[src/rtl/aes_pkg.sv]
// -----------------------------------------------------------------------------
// aes_pkg
// Shared types and constants for the AES cipher-text serializer slice.
//   byte_t      : one state byte
//   state_t     : 4x4 AES state, indexed [row][col]
//   AES_WORD_W  : width of one serialized column word
//   ser_state_e : serializer FSM states
// -----------------------------------------------------------------------------
package aes_pkg;

    typedef logic [7:0] byte_t;
    typedef byte_t [3:0][3:0] state_t;

    localparam int AES_WORD_W = 32;

    typedef enum logic [0:0] {
        SER_IDLE,
        SER_SEND
    } ser_state_e;

endpackage

[src/rtl/aes_blk_fifo.sv]
// -----------------------------------------------------------------------------
// aes_blk_fifo
// BUF_DEPTH-entry storage of complete AES state matrices.
// Ports:
//   clk_i, rst_ni : clock (rising edge), asynchronous active-low reset
//   push_i        : write wdata_i at the write pointer
//   pop_i         : retire the entry at the read pointer
//   wdata_i       : block to store
//   rdata_o       : block at the read pointer
//   count_o       : number of stored blocks (0..BUF_DEPTH)
//   full_o        : count_o == BUF_DEPTH
//   empty_o       : count_o == 0
// A push while full is accepted only when a pop happens in the same cycle;
// otherwise it is ignored and the caller is expected to flag the drop.
// -----------------------------------------------------------------------------
module aes_blk_fifo
    import aes_pkg::*;
#(
    parameter int BUF_DEPTH = 2
) (
    input  logic                       clk_i,
    input  logic                       rst_ni,
    input  logic                       push_i,
    input  logic                       pop_i,
    input  state_t                     wdata_i,
    output state_t                     rdata_o,
    output logic [$clog2(BUF_DEPTH):0] count_o,
    output logic                       full_o,
    output logic                       empty_o
);

    localparam int PTR_W = $clog2(BUF_DEPTH);
    localparam int CNT_W = PTR_W + 1;

    state_t             mem_q [BUF_DEPTH];
    logic [PTR_W-1:0]   wr_ptr_q, wr_ptr_d;
    logic [PTR_W-1:0]   rd_ptr_q, rd_ptr_d;
    logic [CNT_W-1:0]   count_q, count_d;
    logic               push_ok;
    logic               pop_ok;

    assign full_o  = (count_q == CNT_W'(BUF_DEPTH));
    assign empty_o = (count_q == '0);
    assign count_o = count_q;
    assign rdata_o = mem_q[rd_ptr_q];

    // A full buffer can still take a block when one leaves on the same edge.
    assign push_ok = push_i & (~full_o | pop_i);
    assign pop_ok  = pop_i & ~empty_o;

    // Pointers wrap naturally because BUF_DEPTH is a power of two.
    always_comb begin
        wr_ptr_d = wr_ptr_q + PTR_W'(push_ok);
        rd_ptr_d = rd_ptr_q + PTR_W'(pop_ok);
        count_d  = count_q + CNT_W'(push_ok) - CNT_W'(pop_ok);
    end

    always_ff @(posedge clk_i or negedge rst_ni) begin
        if (!rst_ni) begin
            wr_ptr_q <= '0;
            rd_ptr_q <= '0;
            count_q  <= '0;
        end else begin
            wr_ptr_q <= wr_ptr_d;
            rd_ptr_q <= rd_ptr_d;
            count_q  <= count_d;
        end
    end

    // Storage carries no reset; contents are only observed while non-empty.
    always_ff @(posedge clk_i) begin
        if (push_ok) begin
            mem_q[wr_ptr_q] <= wdata_i;
        end
    end

endmodule

[src/rtl/aes_ct_serializer.sv]
// -----------------------------------------------------------------------------
// aes_ct_serializer
// Captures each completed cipher-text matrix from aes_en_core on the rising
// edge of cipher_text_rdy_i, buffers up to BUF_DEPTH blocks and drains each
// one as four 32-bit column words over a valid/ready stream.
// Ports:
//   aes_clk, resetn     : clock (rising edge), asynchronous active-low reset
//   cipher_text_rdy_i   : block valid level from the core
//   cipher_text_i       : 4x4 cipher-text matrix, [row][col]
//   ct_word_o           : column word {m[0][c], m[1][c], m[2][c], m[3][c]}
//   ct_word_vld_o       : ct_word_o valid
//   ct_word_rdy_i       : consumer ready
//   ct_last_o           : current word is column 3 of its block
//   ct_ovf_o            : sticky, a block was dropped on a full buffer
//   ct_ovf_clr_i        : clears ct_ovf_o (wins over a same-cycle drop)
//   busy_o              : buffer non-empty
// Optional (macro AES_CT_SER_STATS_EN):
//   ct_blk_cnt_o        : drained blocks, wraps at 16 bits
//   ct_drop_cnt_o       : dropped blocks, saturates at 0xFF
//
// state    | meaning
// ---------+--------------------------------------------------------------
// SER_IDLE | nothing to send, vld low; leaves once the buffer holds a block
// SER_SEND | presenting column col_q of the oldest block, vld high
// -----------------------------------------------------------------------------
module aes_ct_serializer
    import aes_pkg::*;
#(
    parameter int NO_ROWS   = 4,
    parameter int NO_COLS   = 4,
    parameter int BUF_DEPTH = 2
) (
    input  logic                  aes_clk,
    input  logic                  resetn,
    input  logic                  cipher_text_rdy_i,
    input  state_t                cipher_text_i,
    output logic [AES_WORD_W-1:0] ct_word_o,
    output logic                  ct_word_vld_o,
    input  logic                  ct_word_rdy_i,
    output logic                  ct_last_o,
    output logic                  ct_ovf_o,
    input  logic                  ct_ovf_clr_i,
`ifdef AES_CT_SER_STATS_EN
    output logic [15:0]           ct_blk_cnt_o,
    output logic [7:0]            ct_drop_cnt_o,
`endif
    output logic                  busy_o
);

    localparam int          CNT_W    = $clog2(BUF_DEPTH) + 1;
    localparam int          COL_W    = $clog2(NO_COLS);
    localparam logic [COL_W-1:0] LAST_COL = COL_W'(NO_COLS - 1);

    ser_state_e         state_q, state_d;
    logic [COL_W-1:0]   col_q, col_d;
    logic               rdy_q;
    logic               ovf_q, ovf_d;

    logic               capture_stb;
    logic               send;
    logic               hs;
    logic               blk_done;
    logic               drop;

    state_t             fifo_rdata;
    logic [CNT_W-1:0]   fifo_cnt;
    logic               fifo_full;
    logic               fifo_empty;
    logic [AES_WORD_W-1:0] col_word;

    // A level held high for many cycles yields a single capture.
    assign capture_stb = cipher_text_rdy_i & ~rdy_q;

    assign send     = (state_q == SER_SEND);
    assign hs       = send & ct_word_rdy_i;
    assign blk_done = hs & (col_q == LAST_COL);
    // Final-word handshake frees a slot on the same edge, so no drop then.
    assign drop     = capture_stb & fifo_full & ~blk_done;

    aes_blk_fifo #(
        .BUF_DEPTH (BUF_DEPTH)
    ) u_blk_fifo (
        .clk_i   (aes_clk),
        .rst_ni  (resetn),
        .push_i  (capture_stb),
        .pop_i   (blk_done),
        .wdata_i (cipher_text_i),
        .rdata_o (fifo_rdata),
        .count_o (fifo_cnt),
        .full_o  (fifo_full),
        .empty_o (fifo_empty)
    );

    // Row 0 lands in the most significant byte.
    always_comb begin
        col_word = '0;
        for (int r = 0; r < NO_ROWS; r++) begin
            col_word[AES_WORD_W-1-8*r -: 8] = fifo_rdata[2'(r)][col_q];
        end
    end

    always_comb begin
        state_d = state_q;
        col_d   = col_q;
        case (state_q)
            SER_IDLE: begin
                col_d = '0;
                if (!fifo_empty) begin
                    state_d = SER_SEND;
                end
            end
            SER_SEND: begin
                if (hs) begin
                    col_d = col_q + COL_W'(1);
                end
                if (blk_done) begin
                    col_d = '0;
                    // Stay in SEND for back-to-back blocks; a capture on this
                    // edge is always accepted, so it also keeps us busy.
                    if ((fifo_cnt == CNT_W'(1)) && !capture_stb) begin
                        state_d = SER_IDLE;
                    end
                end
            end
            default: begin
                state_d = SER_IDLE;
                col_d   = '0;
            end
        endcase
    end

    always_comb begin
        ovf_d = ovf_q;
        if (ct_ovf_clr_i) begin
            ovf_d = 1'b0;
        end else if (drop) begin
            ovf_d = 1'b1;
        end
    end

    always_ff @(posedge aes_clk or negedge resetn) begin
        if (!resetn) begin
            state_q <= SER_IDLE;
            col_q   <= '0;
            rdy_q   <= 1'b0;
            ovf_q   <= 1'b0;
        end else begin
            state_q <= state_d;
            col_q   <= col_d;
            rdy_q   <= cipher_text_rdy_i;
            ovf_q   <= ovf_d;
        end
    end

    assign ct_word_vld_o = send;
    assign ct_last_o     = send & (col_q == LAST_COL);
    assign ct_word_o     = send ? col_word : '0;
    assign ct_ovf_o      = ovf_q;
    assign busy_o        = ~fifo_empty;

`ifdef AES_CT_SER_STATS_EN
    logic [15:0] blk_cnt_q, blk_cnt_d;
    logic [7:0]  drop_cnt_q, drop_cnt_d;

    always_comb begin
        blk_cnt_d  = blk_cnt_q + 16'(blk_done);
        drop_cnt_d = drop_cnt_q;
        if (drop && (drop_cnt_q != 8'hFF)) begin
            drop_cnt_d = drop_cnt_q + 8'd1;
        end
    end

    always_ff @(posedge aes_clk or negedge resetn) begin
        if (!resetn) begin
            blk_cnt_q  <= '0;
            drop_cnt_q <= '0;
        end else begin
            blk_cnt_q  <= blk_cnt_d;
            drop_cnt_q <= drop_cnt_d;
        end
    end

    assign ct_blk_cnt_o  = blk_cnt_q;
    assign ct_drop_cnt_o = drop_cnt_q;
`else
    // Statistics counters are not built in this configuration.
`endif

endmodule

[config.mk]
export PLATFORM = sky130hd
export DESIGN_NAME = aes_ct_serializer
export DESIGN_NICKNAME = d
export VERILOG_FILES = /design/src/rtl/aes_pkg.sv /design/src/rtl/aes_blk_fifo.sv /design/src/rtl/aes_ct_serializer.sv
export SDC_FILE = /design/constraint.sdc
export NUM_CORES = 1
export LEC_CHECK = 0
export CORE_MARGIN = 2
export CORE_UTILIZATION = 55
export DETAILED_ROUTE_END_ITERATION = 7
export PLACE_DENSITY = 0.85
export SLEW_MARGIN = 40
export SYNTH_ARGS = -nofsm -noshare
export SYNTH_HDL_FRONTEND = slang
export SYNTH_HIERARCHICAL = 1
export SYNTH_SLANG_ARGS = --single-unit
[constraint.sdc]
create_clock -name aes_clk -period 5.1 [get_ports aes_clk]
set_clock_uncertainty 0.1 [all_clocks]
set_input_delay 0.765 -clock aes_clk [delete_from_list [all_inputs] [get_ports aes_clk]]
set_output_delay 0.765 -clock aes_clk [all_outputs]
set_load 0.05 [all_outputs]
Word-level counts from Yosys, hierarchy flattened:

Memory sizes are Yosys's and may differ from the RTL's.
Index checks and enable logic that the tools add are counted.

* register bits: 9
* memory bits (writable): 256
* input bits: 133
* output and inout port bits: 36
* memories: 1

* $add $sub $neg: 5
* $lt $le $gt $ge: 1
* equality and inequality tests: 4
* multiplexer cells: 18
* bitwise operators: 14
* reduce and logical (&&, ||, !) cells: 4

Memories
* u_blk_fifo.mem_q: depth 2, bits a word 128, read ports 1, clocked after Yosys merged registers in 0, wr ports 1, line aes_blk_fifo.sv:35 `state_t mem_q [BUF_DEPTH];`

Operators by type and width (number)
* binary-select mux 8 bit (select 2 bit): 3
* 2-to-1 mux 32 bit: 1
* 2-to-1 mux 8 bit: 3
* AND 1 bit: 8
* 2-to-1 mux 1 bit: 7
* inverter 1 bit: 5
* == test 2 bit (second input constant): 2
* 2-to-1 mux 2 bit: 2
* case mux 2 bit (2 select lines): 1
* less-than comparator 2 x 3 -> 1 bit (second input constant): 1
* inequality test 3 x 1 -> 1 bit (second input constant): 1
* adder 1 bit: 2
* adder 2 x 1 -> 2 bit: 1
* adder 2 x 1 -> 2 bit (second input constant): 1
* == test 2 x 1 -> 1 bit (second input constant): 1
* zero test 2 bit: 1
* case mux 1 bit (2 select lines): 1
* nonzero test 2 bit: 1
* subtractor 2 x 1 -> 2 bit: 1
* logical AND 1 bit: 1
* zero test 1 bit: 1
* OR 1 bit: 1

Longest topological paths before layout:

Gate-level depths: netlist of run 1.

* depth in word-level cells: 7
* depth in mapped cells: 8

Modules after synthesis:

The synthesis of run 1 kept the hierarchy.

Modules (own cells, without submodules)
* aes_blk_fifo: times used 1, cells each 418, area an instance 9501.6 µm², seq. area each 7787.5 µm²
* aes_ct_serializer: times used 1, cells each 95, area an instance 868.3 µm², seq. area each 125.1 µm²

Least setup slack after synthesis of run 1:

No wires, ideal clock.

* path kind: register to register
* start: reg state_q (netlist: ct_word_vld_o)
* end: mem u_blk_fifo/mem_q[1][0] (netlist bit), enable pin
* arrival: 4.140 ns
* required time: 4.497 ns
* path slack: 0.357 ns
* cell stages (with the launch flop): 4
* buffers on the path: 0
* clock period less this slack: 4.743 ns
* cell sequence: dfrtp_1 > and3_1 > o21a_1 > ha_1

* longest elaborated chain between the ends: 6

Ends and longest elaborated chain
* from (decl): line aes_ct_serializer.sv:54 `ser_state_e state_q, state_d;`
* from (signal assigned): line aes_ct_serializer.sv:148 `state_q <= state_d;`
* AND 1 bit: line aes_ct_serializer.sv:75 `assign hs = send & ct_word_rdy_i;`
* AND 1 bit: line aes_ct_serializer.sv:76 `assign blk_done = hs & (col_q == LAST_COL);`
* via blk_done: line aes_ct_serializer.sv:62 `logic blk_done;`
* OR 1 bit: line aes_blk_fifo.sv:48 `assign push_ok = push_i & (~full_o | pop_i);`
* AND 1 bit: line aes_blk_fifo.sv:48
* 2-to-1 mux 1 bit: line aes_blk_fifo.sv:72 `if (push_ok) begin`
* 2-to-1 mux 1 bit (not written as such): line aes_blk_fifo.sv:73 `mem_q[wr_ptr_q] <= wdata_i;`
* to (decl): line aes_blk_fifo.sv:35

The timed path passes the listed nets, and every way through them passes these cells.

==> key figures, run 1 <==
Status
  – Run status: finished, final reports clean

Setup path
  – Data arrival time at the worst-slack endpoint: 3.03 ns
  – R2R Setup Slk: 2.06 ns
  – R2R depth: 5
  – Critical Path RT: 4.24 ns
  – Startpoint types: flop
  – Start-to-end type of the worst setup path: flop to output pin
  – Crit Path Max Fanout: 39
  – Critical path endpoint category: output pin
  – Launch instance of the worst register-to-register path: col_q[1]$_DFFE_PN0P_
  – R2R Path End: u_blk_fifo/mem_q[0][51]$_DFFE_PP_

Logic synthesis
  – Cell count after synthesis: 316
  – Post-synth design cell area: 5750 um2
  – Syn_area_per_cell: 18.2 um2
  – Number of warnings issued by yosys: 6

Timing
  – Fin. max-slew vios: 0
  – Top achievable clock speed: 256 MHz
  – Slew headroom: 47.7%
  – Transition time at the pin with the least slew margin: 0.783 ns
  – RSZ-0062 raised after global routing: false
  – Tcrit/Tclk final: 76.5%
  – Final critical-path required period: 3.90 ns
  – Setup-failing EPs final: 0
  – Slack of the critical path: 1.20 ns
  – Setup tns final: 0 ns
  – Endpoints failing hold: 0

Clock network
  – Clock tree from TritonCTS: done
  – Clock root buffer master: clkbuf_8
  – CTS Buffer Depth: 2
  – Number of clock sinks: 137
  – Clock-pin slew reported for the worst setup and hold paths after clock tree synthesis: 0.06 ns
  – Post-CTS Setup Inserts: 0
  – Hold_buf cts: 0
  – Clock latency reported for the late side of the worst-skew pair: 0.51 ns
  – Post-cts resize count: 0
  – CTS H-tree depth: 4
  – Inserted Clock Buffers: 17

Floorplanning
  – Boundary pin count: 169
  – Die Span X: 106 um
  – Die height: 106 um
  – Standard-cell row count: 37
  – Core footprint: 10200 um2
  – Starting Density: 56.2%
  – Die Footprint: 11300 um2

Min path
  – Class of the most critical hold timing path: primary input to asynchronous set/reset pin

Power and ir drop
  – Cell Int Power: 2.91 mW
  – Proportion of power drawn by combinational gates: 36.4%
  – Static leakage: 2.60 nW
  – Clock power frac: 27.9%
  – Worst VDD drop: 0.362 mV
  – Switching fraction of total power: 34.0%
  – Cell area power density: 608 nW/um2
  – Switching power: 1.50 mW
  – Sequential share of power: 35.7%

Route
  – Uppermost routed layer: met4
  – Met3 WL post-DR: 455 um
  – Routed via count: 2997
  – First-iteration detailed-routing DRC count: 118
  – WL final: 10500 um
  – Detailed-route DRC error count: 0
  – Metal-1 WL: 4180 um
  – Vias per cell: 5.33
  – Per-cell routed wire length: 18.6 um
  – Detail Route Antenna Nets: 0
  – Iteration count of the initial detailed-routing pass: 4
  – Met2 routed WL: 5630 um

Final layout
  – Share of layout cells above drive strength 1: 24.0%
  – Most used cells in the layout excluding fill and tap cells: 128 x edfxtp_1, 88 x clkdlybuf4s50_1, 64 x mux2_2
  – Storage element area: 4070 um2
  – Total Nets Final: 550
  – Post-route insts no fill: 562
  – Filler Cells Inserted: 683
  – Share of the core filled with cells: 70.9%
  – Commonest non-fill, non-tap cell in the layout: edfxtp_1
  – Total area of multi-input combinational cells: 1440 um2
  – Synthesis-to-finish area growth: 26.2%

Placed design
  – Number of cells in the design after placement: 529
  – Placement Setup Slack: 1.73 ns
  – Routability cong.: 0.740
  – PortBufs: 88
  – HPWL after DPL: 6330 um

GRT
  – Overflow left after global routing: 0
  – Number of antenna violations at the first check in global routing: 1
  – Combined global-route utilization of all metal layers: 19.8%
  – Global-route wire length before repair: 16400 um
  – Pin count of the biggest net entering global routing: 40
  – Via count of the first global-routing pass: 3272

Job
  – Number of max-cap violations: 0
[through the flow]
stage / instance area (um2) / power (mW) / hold WS, ns
2_1_floorplan: 5810 / 2.81 / 0.369
3_3_place_gp: 6620 / 3.14 / 0.427
3_5_place_dp: 6650 / 3.20 / 0.429
4_1_cts: 7250 / 4.45 / 0.437
5_1_grt: 7260 / 4.59 / 0.452
6_report: 7260 / 4.41 / 0.446
[worst max-delay path by stage]
stage,from,endpoint,slack [ns],cells after the start
after global placement,col_q[1]$_DFFE_PN0P_,u_blk_fifo/mem_q[0][59]$_DFFE_PP_,1.58,5
after global routing,u_blk_fifo/rd_ptr_q$_DFF_PN0_,ct_word_o[22],1.06,5
after CTS,u_blk_fifo/rd_ptr_q$_DFF_PN0_,ct_word_o[24],1.16,5
after detailed placement,u_blk_fifo/rd_ptr_q$_DFF_PN0_,ct_word_o[18],1.73,5
after floorplan,ct_word_vld_o$_DFF_PN0_,u_blk_fifo/mem_q[1][0]$_DFFE_PP_,1.88,3
final,u_blk_fifo/rd_ptr_q$_DFF_PN0_,ct_word_o[21],1.20,5
[worst max-delay path: stages, from the launching register on]
cell and delay, ns:
dfrtp_2 0.78, buf_12 0.32, mux2_2 0.37, mux2i_1 0.16, o22ai_1 0.11, clkdlybuf4s50_1 0.75
[power by group through the flow]
| stage | Sequential (mW) | Combinational [mW] | Clock [mW] |
|---|---|---|---|
| floorplan | 1.48 | 1.33 | 0 |
| finish | 1.57 | 1.60 | 1.23 |
| global placement | 1.58 | 1.55 | 0 |
| global route | 1.60 | 1.69 | 1.31 |
| detailed placement | 1.60 | 1.60 | 0 |
| CTS | 1.58 | 1.62 | 1.25 |
[routing by layer]
layer | GRT usage [%] | up-vias
met3 | 5.76 | 15
met2 | 34.3 | 92
met5 | 0 | -
met4 | 9.21 | 0
li1 | - | 1382
met1 | 22.6 | 1508
[state kept, by name (all words and copies together), names as in the netlist]
name                 cells
col_q                    2
ct_ovf_o                 1
ct_word_vld_o            1
rdy_q                    1
u_blk_fifo/count_o       2
u_blk_fifo/mem_q       128
u_blk_fifo/rd_ptr_q      1
u_blk_fifo/wr_ptr_q      1
[layout make-up]
type                       count  share of cell area, %
timing repair buffer          94                   13.0
clock buffer                  23                   6.29
clock inverter                 9                   2.00
tap                          136                   2.34
sequential                   137                   56.1
antenna                        1                 0.0345
multi-input combinational    154                   19.8
inverter                       8                  0.414
Note: power is estimated with default switching activity, not from simulation.
==> run 2: changes to the inputs <==
==> constraint.sdc (replaced) <==
create_clock -name aes_clk -period 4 [get_ports aes_clk]
set_clock_uncertainty 0.1 [all_clocks]
set_input_delay 0.6 -clock aes_clk [delete_from_list [all_inputs] [get_ports aes_clk]]
set_output_delay 0.6 -clock aes_clk [all_outputs]
set_load 0.05 [all_outputs]
==> run 2 against run 1 <==
Compared with the run above: setup slack lost 0.66 ns; clock-buffer cell count is the same; cell area decreased by 0.64%; core utilization fell by 0.45 points; first-iteration DRC count is 1.7% lower; non-clock buffer count grew 2; clock power grew 14%; wire length shrank 1.4%; critical endpoint is now ct_word_o[25].
==> key figures, run 2 (same netlist as run 1, synthesis figures left out) <==
Setup path
  – Critical path endpoint category: output pin (unchanged)
  – Crit Path Max Fanout: 16 (was 39)
  – Launch instance of the worst register-to-register path: col_q[1]$_DFFE_PN0P_ (unchanged)
  – Startpoint types: flop (unchanged)
  – Critical Path RT: 3.30 ns (was 4.24 ns)
  – Start-to-end type of the worst setup path: flop to output pin (unchanged)
  – Data arrival time at the worst-slack endpoint: 2.76 ns (was 3.03 ns)
  – Worst Setup SP: ct_word_vld_o$_DFF_PN0_ (was u_blk_fifo/rd_ptr_q$_DFF_PN0_)

Job
  – Number of max-cap violations: 0 (unchanged)

Route
  – Vias per cell: 5.28 (was 5.33)
  – WL final: 10300 um (was 10500 um)
  – Per-cell routed wire length: 18.3 um (was 18.6 um)
  – First-iteration detailed-routing DRC count: 116 (was 118)
  – Detail Route Antenna Nets: 0 (unchanged)
  – Iteration count of the initial detailed-routing pass: 4 (unchanged)
  – Detailed-route DRC error count: 0 (unchanged)
  – Routed via count: 2972 (was 2997)

Timing
  – Fin. max-slew vios: 0 (unchanged)
  – Setup tns final: 0 ns (unchanged)
  – Worst hold slack: 0.288 ns (was 0.446 ns)
  – Setup-failing EPs final: 0 (unchanged)
  – Slack of the critical path: 0.542 ns (was 1.20 ns)
  – Slew headroom: 43.2% (was 47.7%)
  – Top achievable clock speed: 289 MHz
  – Transition time at the pin with the least slew margin: 0.850 ns (was 0.783 ns)
  – Final critical-path required period: 3.46 ns
  – RSZ-0062 raised after global routing: false (unchanged)
  – Tcrit/Tclk final: 86.5%
  – Endpoints failing hold: 0 (unchanged)

Clock network
  – Post-cts resize count: 0 (unchanged)
  – Clock root buffer master: clkbuf_8 (unchanged)
  – Clock-pin slew reported for the worst setup and hold paths after clock tree synthesis: 0.06 ns (about the same)
  – Hold_buf cts: 0 (unchanged)
  – Number of clock sinks: 137 (unchanged)
  – Clock tree from TritonCTS: done (unchanged)
  – CTS Buffer Depth: 2 (unchanged)
  – Post-CTS Setup Inserts: 0 (unchanged)
  – Clock latency reported for the late side of the worst-skew pair: 0.52 ns (was 0.51 ns)
  – CTS H-tree depth: 4 (unchanged)
  – Inserted Clock Buffers: 17 (unchanged)

Min path
  – Class of the most critical hold timing path: primary input to asynchronous set/reset pin (unchanged)

Final layout
  – Commonest non-fill, non-tap cell in the layout: edfxtp_1 (unchanged)
  – Synthesis-to-finish area growth: 25.4% (was 26.2%)
  – Post-layout instance area: 7210 um2 (was 7260 um2)
  – Share of the core filled with cells: 70.5% (was 70.9%)
  – Total Nets Final: 552 (was 550)
  – Top register by number of flip-flops: u_blk_fifo/mem_q (unchanged)
  – Post-route insts no fill: 563 (was 562)
  – Most used cells in the layout excluding fill and tap cells: 128 x edfxtp_1, 88 x clkdlybuf4s50_1, 64 x mux2_2 (unchanged)
  – Share of layout cells above drive strength 1: 24.4% (was 24.0%)
  – Inserted Diodes: 0 (was 1)
  – Flip-flop count of the largest register after layout: 128 (unchanged)

Floorplanning
  – Die Footprint: 11300 um2 (unchanged)
  – Starting Density: 56.2% (unchanged)
  – Boundary pin count: 169 (unchanged)
  – Core footprint: 10200 um2 (unchanged)
  – Die height: 106 um (unchanged)
  – Standard-cell row count: 37 (unchanged)
  – Die Span X: 106 um (unchanged)

Placed design
  – Placement Setup Slack: 1.11 ns (was 1.73 ns)
  – Number of cells in the design after placement: 531 (was 529)
  – Routability cong.: 0.768 (was 0.740)
  – HPWL after DPL: 6490 um (was 6330 um)
  – PortBufs: 88 (unchanged)
  – Placement-stage cell area: 6670 um2 (was 6650 um2)

Power and ir drop
  – Total power of the final layout: 5.46 mW (was 4.41 mW)
  – Worst VDD drop: 0.484 mV (was 0.362 mV)
  – Static leakage: 2.57 nW (was 2.60 nW)
  – Cell area power density: 757 nW/um2 (was 608 nW/um2)

Status
  – Run status: finished, final reports clean (unchanged)

GRT
  – Pin count of the biggest net entering global routing: 36 (was 40)
  – Overflow left after global routing: 0 (unchanged)
  – Number of antenna violations at the first check in global routing: 0 (was 1)
  – Global-route wire length before repair: 15900 um (was 16400 um)
  – Combined global-route utilization of all metal layers: 19.2% (was 19.8%)
  – Via count of the first global-routing pass: 3251 (was 3272)
run 2: worst paths after layout:
path,end,slack [ns],depth (start not counted)
worst max-delay path,ct_word_o[25],0.54,3
worst min-delay path,rdy_q$_DFF_PN0_,0.29,1
worst max register to register,u_blk_fifo/mem_q[1][2]$_DFFE_PP_,1.32,5
worst min register to register,ct_ovf_o$_DFFE_PN0P_,0.45,2
max in group asynchronous,col_q[1]$_DFFE_PN0P_,3.19,1
min in group aes_clk,ct_ovf_o$_DFFE_PN0P_,0.45,2
run 2: layout make-up:
class                      instances  area (um2)
tap                              136         170
fill                             673        3020
timing repair buffer              96         982
clock inverter                     9        73.8
clock buffer                      23         467
multi-input combinational        154        1420
inverter                           8        30.0
sequential                       137        4070
run 2: where the power goes:
| group | internal [mW] | switching (mW) |
|---|---|---|
| clock | 0.865 | 0.537 |
| combinational | 0.882 | 1.26 |
| sequential | 1.80 | 0.117 |
| total | 3.54 | 1.92 |
run 2: per-layer routing:
metal | global-route usage [%] | vias up | wire, um
li1 | - | 1385 | -
met1 | 21.9 | 1474 | 4300
met2 | 34.2 | 94 | 5470
met3 | 5.89 | 19 | 418
met4 | 6.86 | 0 | 151
met5 | 0 | - | 0
run 2: critical path, cell delays in order (launching register included):
cell and delay [ns]:
dfrtp_1 0.44, nand2_1 0.55, o22ai_1 0.39, clkdlybuf4s50_1 0.86
==> variant: new RTL, flow settings as in run 1 <==
Register the output `ct_ovf_o` once more, cleared by the reset; this adds one clock of latency there. The other outputs are not delayed to match. Comments in the files are not updated.
--- a/src/rtl/aes_ct_serializer.sv
+++ b/src/rtl/aes_ct_serializer.sv
@@ -155,7 +155,13 @@
     assign ct_word_vld_o = send;
     assign ct_last_o     = send & (col_q == LAST_COL);
     assign ct_word_o     = send ? col_word : '0;
-    assign ct_ovf_o      = ovf_q;
+    always_ff @(posedge aes_clk or negedge resetn) begin
+        if (!resetn) begin
+            ct_ovf_o <= '0;
+        end else begin
+            ct_ovf_o <= ovf_q;
+        end
+    end
     assign busy_o        = ~fifo_empty;
 
 `ifdef AES_CT_SER_STATS_EN
Formal check against the unedited RTL: not equivalent (Yosys sat finds a counterexample within 10 cycles, from zero or initial values and one cycle with resetn low).
==> variant against run 1 <==
Total power decreased by 2.1%. Sequential cell count rose by 1. Register-to-register slack gained 0.19 ns. Hold slack worse by 0.16 ns. Synthesized area rose by 0.44%. Setup slack lost 0.077 ns. Routed wire length fell by 2.7%. Cell count decreased by 0.53%. Design area decreased by 0.31%. Largest cell class unchanged. Highest routed layer unchanged.
==> variant: results (changes against run 1) <==
Critical Path AT: 3.11 ns (was 3.03 ns)
share of layout cells above drive strength 1: 23.40% (was 24.00%)
Seq/total area: 56.66% (was 56.14%)
CLK BUF: 24 (was 23)
Worst VDD drop: 0.0004393 V (was 0.0003625 V)
reg2reg setup slack: 2.25 ns (was 2.06 ns)
hold crit path type: flop to flop (was input port to asynchronous set/reset pin)
Die Wd: 106.5 um (was 106.2 um)
total track usage: 18.93% (was 19.80%)
Lkg Pwr: 2.568 nW (was 2.595 nW)
Repair and plain buffers: 91 (was 94)
CTS sink count: 138 (was 137)
RD Place Congestion: 0.7475 (was 0.7397)
Clk pin slew, worst setup/hold paths: 0.06 ns (about the same)
vias in the first global route: 3263 (was 3272)
Vias/cell: 5.419 (was 5.333)
initial antenna violation count: 0 (was 1)
Comb power frac: 36.6% (was 36.4%)
internal power: 2.815 mW (was 2.909 mW)
CP Capture Point: ct_word_o[23] (was ct_word_o[21])
largest net degree at the start of global routing: 35 (was 40)
Yosys warning count: 6 (unchanged)
multi-input gate share of the layout cell area: 19.89% (was 19.79%)
Crit Path Max Fanout: 33 (was 39)
Max-slew headroom: 46.67% (was 47.68%)
area fraction of clock buffers and clock inverters: 7.679% (was 8.293%)
Syn Area/Cell: 18.22 um2 (was 18.19 um2)
NonClk Buf Share: 13.01% (was 12.98%)
instance area at placement: 6656 um2 (was 6653 um2)
routed length per instance: 18.22 um (was 18.64 um)
hpwl dp: 6124 um (was 6335 um)
Fill cells: 687 (was 683)
outcome: finished, final reports clean (unchanged)
Detailed Route WL: 10190 um (was 10470 um)
reg-to-reg endpoint: u_blk_fifo/mem_q[0][21]$_DFFE_PP_ (was u_blk_fifo/mem_q[0][51]$_DFFE_PP_)
# diodes: 0 (was 1)
final net count: 548 (was 550)
CTS H-tree lvls: 4 (unchanged)
Cells after DPL: 527 (was 529)
drt first-iter violations: 140 (was 118)
DRC viols: 0 (unchanged)
first-pass GRT wire length: 15580 um (was 16370 um)
[variant: metrics by stage]
step	setup WS [ns]	utilization [%]	hold slack, ns	power, mW
finish	1.124	70.39	0.2834	4.316
global placement	1.687	64.74	0.2675	3.143
global route	0.9647	70.39	0.2952	4.483
detailed placement	1.654	64.77	0.2676	3.190
CTS	1.078	70.17	0.2849	4.342
floorplan	1.876	-	0.2537	2.817
[variant: critical path, cell delays in order (launching register included)]
cell	delay [ns]
dfrtp_2	0.89
buf_12	0.29
mux2_2	0.37
mux2i_1	0.16
o22ai_1	0.13
clkdlybuf4s50_1	0.76
[variant: metal layers]
metal / vias to the layer above / part of all wire [%] / wire [um] / GRT usage, %
met5: - / 0 / 0 / 0
met4: 0 / 1.6 / 159 / 7.978
met3: 18 / 5.0 / 513 / 6.376
met2: 97 / 53 / 5431 / 33.29
met1: 1535 / 40 / 4081 / 21.01
li1: 1379 / - / - / -
